===== src/rtl/cpu_types_pkg.sv =====
// Shared CPU types: instruction-cache address fields (16-frame layout) and
// the two-state cache fill FSM encoding.
package cpu_types_pkg;

    localparam int ICACHE_NFRAMES = 16;
    localparam int ICACHE_IDXW    = 4;
    localparam int ICACHE_TAGW    = 26;

    typedef struct packed {
        logic [ICACHE_TAGW-1:0] tag;
        logic [ICACHE_IDXW-1:0] idx;
        logic [1:0]             bytoff;
    } icachef_t;

    typedef enum logic {
        IDLE  = 1'b0,
        FETCH = 1'b1
    } icache_state_t;

endpackage


===== src/rtl/icache_frames.sv =====
// Direct-mapped one-word frame store: combinational read, single write port.
// Only valid bits are reset; tag/data contents are don't-care until filled.
module icache_frames #(
    parameter  int NFRAMES = 16,
    parameter  int TAGW    = 26,
    localparam int IDXW    = $clog2(NFRAMES)
) (
    input  logic            CLK,
    input  logic            RST,
    input  logic [IDXW-1:0] rd_idx,
    output logic            rd_vld,
    output logic [TAGW-1:0] rd_tag,
    output logic [31:0]     rd_dat,
    input  logic            wr_en,
    input  logic [IDXW-1:0] wr_idx,
    input  logic [TAGW-1:0] wr_tag,
    input  logic [31:0]     wr_dat
);

    logic [NFRAMES-1:0] valid_q;
    logic [TAGW-1:0]    tag_q  [NFRAMES];
    logic [31:0]        data_q [NFRAMES];

    always_ff @(posedge CLK or posedge RST) begin
        if (RST) begin
            valid_q <= '0;
        end else if (wr_en) begin
            valid_q[wr_idx] <= 1'b1;
        end
    end

    always_ff @(posedge CLK) begin
        if (wr_en) begin
            tag_q[wr_idx]  <= wr_tag;
            data_q[wr_idx] <= wr_dat;
        end
    end

    assign rd_vld = valid_q[rd_idx];
    assign rd_tag = tag_q[rd_idx];
    assign rd_dat = data_q[rd_idx];

endmodule


===== src/rtl/icache.sv =====
// Direct-mapped instruction cache: zero-latency hit, blocking single-word fill.
// Optional ICACHE_STATS_EN adds saturating hit_count/miss_count outputs.
module icache
    import cpu_types_pkg::*;
#(
    parameter int NFRAMES = 16
) (
    input  logic        CLK,
    input  logic        RST,
    input  logic        imemREN,
    input  logic [31:0] imemaddr,
    output logic        ihit,
    output logic [31:0] imemload,
    output logic        iREN,
    output logic [31:0] iaddr,
    input  logic        iwait,
    input  logic [31:0] iload
`ifdef ICACHE_STATS_EN
    ,
    output logic [31:0] hit_count,
    output logic [31:0] miss_count
`endif
);

    localparam int IDXW = $clog2(NFRAMES);
    localparam int TAGW = 30 - IDXW;

    icache_state_t state_q, state_d;
    logic [29:0]   miss_q, miss_d;

    logic            rd_vld;
    logic [TAGW-1:0] rd_tag;
    logic [31:0]     rd_dat;
    logic            fill;
    logic            lookup_hit;
    logic            unused_bytoff;

    assign unused_bytoff = ^imemaddr[1:0];

    icache_frames #(
        .NFRAMES (NFRAMES),
        .TAGW    (TAGW)
    ) u_frames (
        .CLK    (CLK),
        .RST    (RST),
        .rd_idx (imemaddr[IDXW+1:2]),
        .rd_vld (rd_vld),
        .rd_tag (rd_tag),
        .rd_dat (rd_dat),
        .wr_en  (fill),
        .wr_idx (miss_q[IDXW-1:0]),
        .wr_tag (miss_q[29:IDXW]),
        .wr_dat (iload)
    );

    assign lookup_hit = imemREN && rd_vld && (rd_tag == imemaddr[31:IDXW+2]);

    always_ff @(posedge CLK or posedge RST) begin
        if (RST) begin
            state_q <= IDLE;
            miss_q  <= '0;
        end else begin
            state_q <= state_d;
            miss_q  <= miss_d;
        end
    end

    // Lookups only happen in IDLE; the fill cycle never reports a hit.
    always_comb begin
        state_d  = state_q;
        miss_d   = miss_q;
        ihit     = 1'b0;
        imemload = '0;
        iREN     = 1'b0;
        iaddr    = '0;
        fill     = 1'b0;
        case (state_q)
            IDLE: begin
                if (lookup_hit) begin
                    ihit     = 1'b1;
                    imemload = rd_dat;
                end else if (imemREN) begin
                    miss_d  = imemaddr[31:2];
                    state_d = FETCH;
                end
            end
            FETCH: begin
                iREN  = 1'b1;
                iaddr = {miss_q, 2'b00};
                if (!iwait) begin
                    fill    = 1'b1;
                    state_d = IDLE;
                end
            end
            default: state_d = IDLE;
        endcase
    end

`ifdef ICACHE_STATS_EN
    logic [31:0] hit_cnt_q, miss_cnt_q;

    always_ff @(posedge CLK or posedge RST) begin
        if (RST) begin
            hit_cnt_q  <= '0;
            miss_cnt_q <= '0;
        end else begin
            if (ihit && (hit_cnt_q != '1)) begin
                hit_cnt_q <= hit_cnt_q + 32'd1;
            end
            if ((state_q == IDLE) && (state_d == FETCH) && (miss_cnt_q != '1)) begin
                miss_cnt_q <= miss_cnt_q + 32'd1;
            end
        end
    end

    assign hit_count  = hit_cnt_q;
    assign miss_count = miss_cnt_q;
`endif

endmodule


===== config.mk =====
export PLATFORM = sky130hd
export DESIGN_NAME = icache
export DESIGN_NICKNAME = d
export VERILOG_FILES = /design/src/rtl/cpu_types_pkg.sv /design/src/rtl/icache_frames.sv /design/src/rtl/icache.sv
export SDC_FILE = /design/constraint.sdc
export NUM_CORES = 1
export LEC_CHECK = 0
export CORE_ASPECT_RATIO = 0.75
export CORE_MARGIN = 3
export CORE_UTILIZATION = 55
export CTS_BUF_LIST = sky130_fd_sc_hd__clkbuf_8
export CTS_CLUSTER_DIAMETER = 30
export CTS_CLUSTER_SIZE = 28
export DETAILED_ROUTE_END_ITERATION = 10
export GPL_ROUTABILITY_DRIVEN = 0
export PLACE_DENSITY = 0.71
export SLEW_MARGIN = 30
export SYNTH_ARGS = -nofsm -noshare
export SYNTH_HDL_FRONTEND = slang
export SYNTH_SLANG_ARGS = --single-unit
export TNS_END_PERCENT = 30

===== constraint.sdc =====
create_clock -name CLK -period 6.1 [get_ports CLK]
set_input_delay 0.915 -clock CLK [delete_from_list [all_inputs] [get_ports CLK]]
set_output_delay 0.915 -clock CLK [all_outputs]
set_load 0.005 [all_outputs]

==> results of run 1 <==
[metrics by stage]
step                      util, %  hold slack [ps]  total power, W  std cells
after CTS                    65.0              468          0.0149       2946
after global placement       60.3              446         0.00916       2684
final                        65.0              471          0.0148       2947
after global routing         65.0              483          0.0153       2947
after floorplan                 -              434         0.00871       1706
after detailed placement     60.3              448         0.00922       2685
[logic make-up (layout without fill, tap and decap cells)]
| group | count (synthesis) | after routing | share of synthesized area (%) |
|---|---|---|---|
| and+or+nand+nor | 196 | 196 | 2.94 |
| buffers and inverters | 95 | 453 | 1.41 |
| other | 1 | 3 | 0.00982 |
| DFF | 975 | 975 | 76.1 |
| AOI/OAI and AO/OA | 60 | 60 | 1.23 |
| xor gates and xnor gates | 23 | 23 | 0.528 |
| muxes | 355 | 355 | 17.8 |
[layer usage]
metal	wire length [microns]	global-route usage, %	up-vias	part of all wire [%]
met5	0	0	-	0
met4	1830	7.62	0	2.2
met3	6010	4.61	142	7.2
met2	40500	37.2	776	49
met1	35100	34.4	9827	42
li1	-	-	7632	-
[registers in the layout, summed over array words and instances (netlist names)]
name              cells
u_frames.tag_q      416
u_frames.valid_q     16
u_frames.data_q     512
state_q               1
miss_q               30
[cell type report]
class	count	area, sq um
Multi-Input combinational cell	636	8730
Inverter	6	23.8
Clock inverter	112	1120
Antenna cell	1	2.50
Clock buffer	149	2050
Fill cell	4352	23700
Tap cell	882	1100
Sequential cell	975	29000
Timing Repair Buffer	186	1940
[worst max-delay path: stages]
cell                              delay (ps)
sky130_fd_sc_hd__buf_6                   410
sky130_fd_sc_hd__buf_4                   330
sky130_fd_sc_hd__mux4_2                  520
sky130_fd_sc_hd__mux2i_1                 150
sky130_fd_sc_hd__mux2i_1                 120
sky130_fd_sc_hd__xnor2_1                 430
sky130_fd_sc_hd__nand4_1                 290
sky130_fd_sc_hd__nor4_1                  240
sky130_fd_sc_hd__nand4b_1                190
sky130_fd_sc_hd__buf_12                  210
sky130_fd_sc_hd__nor2b_1                 240
sky130_fd_sc_hd__clkdlybuf4s50_1         550
[Yosys cell counts (all sizes together), types with 18 or more instances]
cell type and count:
mux2i 70, buf 71, and2 34, mux2 38, clkbuf 18, edfxtp 928
nor2 27, dfrtp 47, nor2b 43, or2 18, mux4 247, nand2 21
[placed cells by master (no fill, tap or decap), types with 21 or more instances in the layout]
cell	count
sky130_fd_sc_hd__edfxtp_1	928
sky130_fd_sc_hd__mux4_2	247
sky130_fd_sc_hd__clkbuf_8	149
sky130_fd_sc_hd__clkdlybuf4s50_1	125
sky130_fd_sc_hd__mux2i_1	70
sky130_fd_sc_hd__dfrtp_1	47
sky130_fd_sc_hd__nor2b_1	43
sky130_fd_sc_hd__buf_4	41
sky130_fd_sc_hd__and2_1	34
sky130_fd_sc_hd__mux2_4	29
sky130_fd_sc_hd__clkinv_2	22
sky130_fd_sc_hd__nand2_1	21
[power groups by stage]
stage / logic (W) / registers (W) / clock network, W
floorplan: 0.000669 / 0.00804 / 0
global placement: 0.00106 / 0.00810 / 0
detailed placement: 0.00108 / 0.00814 / 0
CTS: 0.00109 / 0.00799 / 0.00584
global route: 0.00115 / 0.00803 / 0.00613
finish: 0.00107 / 0.00799 / 0.00573
[worst paths after layout]
check / cells after the start / slack, ps / endpoint / start
setup / recovery: 12 / 510 / imemload[26] / imemaddr[3]
hold / removal: 1 / 470 / u_frames.valid_q[1]$_DFFE_PP0P_ / u_frames.valid_q[1]$_DFFE_PP0P_
setup reg to reg: 10 / 2520 / miss_q[4]$_DFFE_PP0P_ / u_frames.tag_q[13][16]$_DFFE_PP_
hold reg to reg: 1 / 470 / u_frames.valid_q[1]$_DFFE_PP0P_ / u_frames.valid_q[1]$_DFFE_PP0P_
max in group asynchronous: 3 / 4820 / miss_q[29]$_DFFE_PP0P_ / RST
min in group asynchronous: 3 / 700 / miss_q[2]$_DFFE_PP0P_ / RST
==> results.cfg, run 1 <==
[floorplanning]
io-pin-count = 134
start_util_pct = 56.4
chipWidth_microns = 310
core_region_area_sq_um = 67700
floorplan.die.height_microns = 234
placement_rows = 82
die_area_sq_um = 72600

[power]
leakagePower_nw = 14.3
switchingPower_w = 0.00340
internal_power_w = 0.0114
power.clock.fraction_pct = 38.7
pwr-share-seq_pct = 54.0
power_per_cell_area_nw_per_um2 = 336
power_switching_share_pct = 23.0
ir_drop_v = 0.000266
combinational_group_share_of_total_power_pct = 7.2

[clocking]
cts_tree = built
cts.repair_timing.setup_buffer_count = 0
cts-buffers-inserted = 142
clock_insertion_delay_at_the_later_pin_of_the_skew_report_ps = 780
tritoncts_num_sinks = 975
cts-resized-gates = 0
path_clk_slew_ps = 60
postCtsHoldBufs = 0
cts.htree.levels = 4
root_buffer = sky130_fd_sc_hd__clkbuf_8
cts_buffer_depth = 3

[global_route]
initial_antenna_violation_count = 1
wire_length_of_the_first_global_routing_pass_mm = 123
gr-usage-all-layers_pct = 23.7
grt_overflow_total = 0
grt_start_max_net_pins = 71
first_global_vias = 19000

[synthesis]
synthTopCellsByArea = sky130_fd_sc_hd__edfxtp_1, sky130_fd_sc_hd__mux4_2, sky130_fd_sc_hd__dfrtp_1
fraction_of_registers_with_async_set_reset_pct = 4.82
synth_top_area_share_pct = 73.0
share_of_synthesized_area_occupied_by_flip_flops_and_latches_pct = 76.1
synthesis.instances = 1705
ys_ff_latch = 975
syn-cell-area_sq_um = 38200
syn_avg_cell_area_sq_um = 22.4
ys_warn_count = 0
ys.flop_type = sky130_fd_sc_hd__edfxtp_1
post-synth-top-area-cell = sky130_fd_sc_hd__edfxtp_1
synth_cell_type_count = 58
synth_edf_count = 928

[placed_design]
preCtsSetupSlack_ps = 562
placement.cell_area_sq_um = 40800
port_buffers = 129
dp_hpwl_mm = 43.9

[worst_hold_path]
hp-class = reg2reg

[layout]
flow.area_growth_from_synthesis_pct = 15.3
fin_area_sq_um = 44000
nets = 2015
share_of_final_layout_standard_cells_stronger_than_drive_strength_1_pct = 29.9

[sta]
maxSlewViolCount = 0
setup_viol = 0
timing.max_slew.rel_slack_pct = 43.4
finalHoldViolCount = 0
tightest_slew_ps = 847
finalCriticalPeriod_ps = 5590
min_period_over_period_pct = 91.6
fin_tns_setup_ps = 0
final.setup_skew_ps = 41.5
post-route-worst-setup-slack_ps = 515
grt_setup_unrepaired = false
fmaxAchievable_mhz = 179

[setup_path]
cp_data_arrival_time_ps = 4670
path_max_fanout = 45
kind_of_critical_path = in2out
setup.worst_path.end_class = output pin
startpoint_type = input pin
worst_ep_required_time_ps = 5180

[run]
maxCapViolations = 0

[routing]
drt-pass1-iter-count = 5
number_of_nets_with_antenna_violations_after_routing = 0
routed_wire_length_per_instance_microns = 28.3
drt_iter0_markers = 1900
wl_mm = 83.4
detail_route.drc_violations = 0
routed_via_density = 6.24
dr_total_vias = 18400

[run_status]
run_status = finished, final reports clean
Note: power is estimated with default switching activity, not from simulation.
==> run 2, diff against run 1 <==
Settings changed: GPL_ROUTABILITY_DRIVEN 0 to unset.
==> results of run 2 <==
Same layout as run 1: the final DEF is identical, and so are final timing and power.
==> run 3, diff against run 2 <==
Settings changed: SKIP_LAST_GASP set to 1.
==> results of run 3 <==
Same layout as run 1: the final DEF is identical, and so are final timing and power.
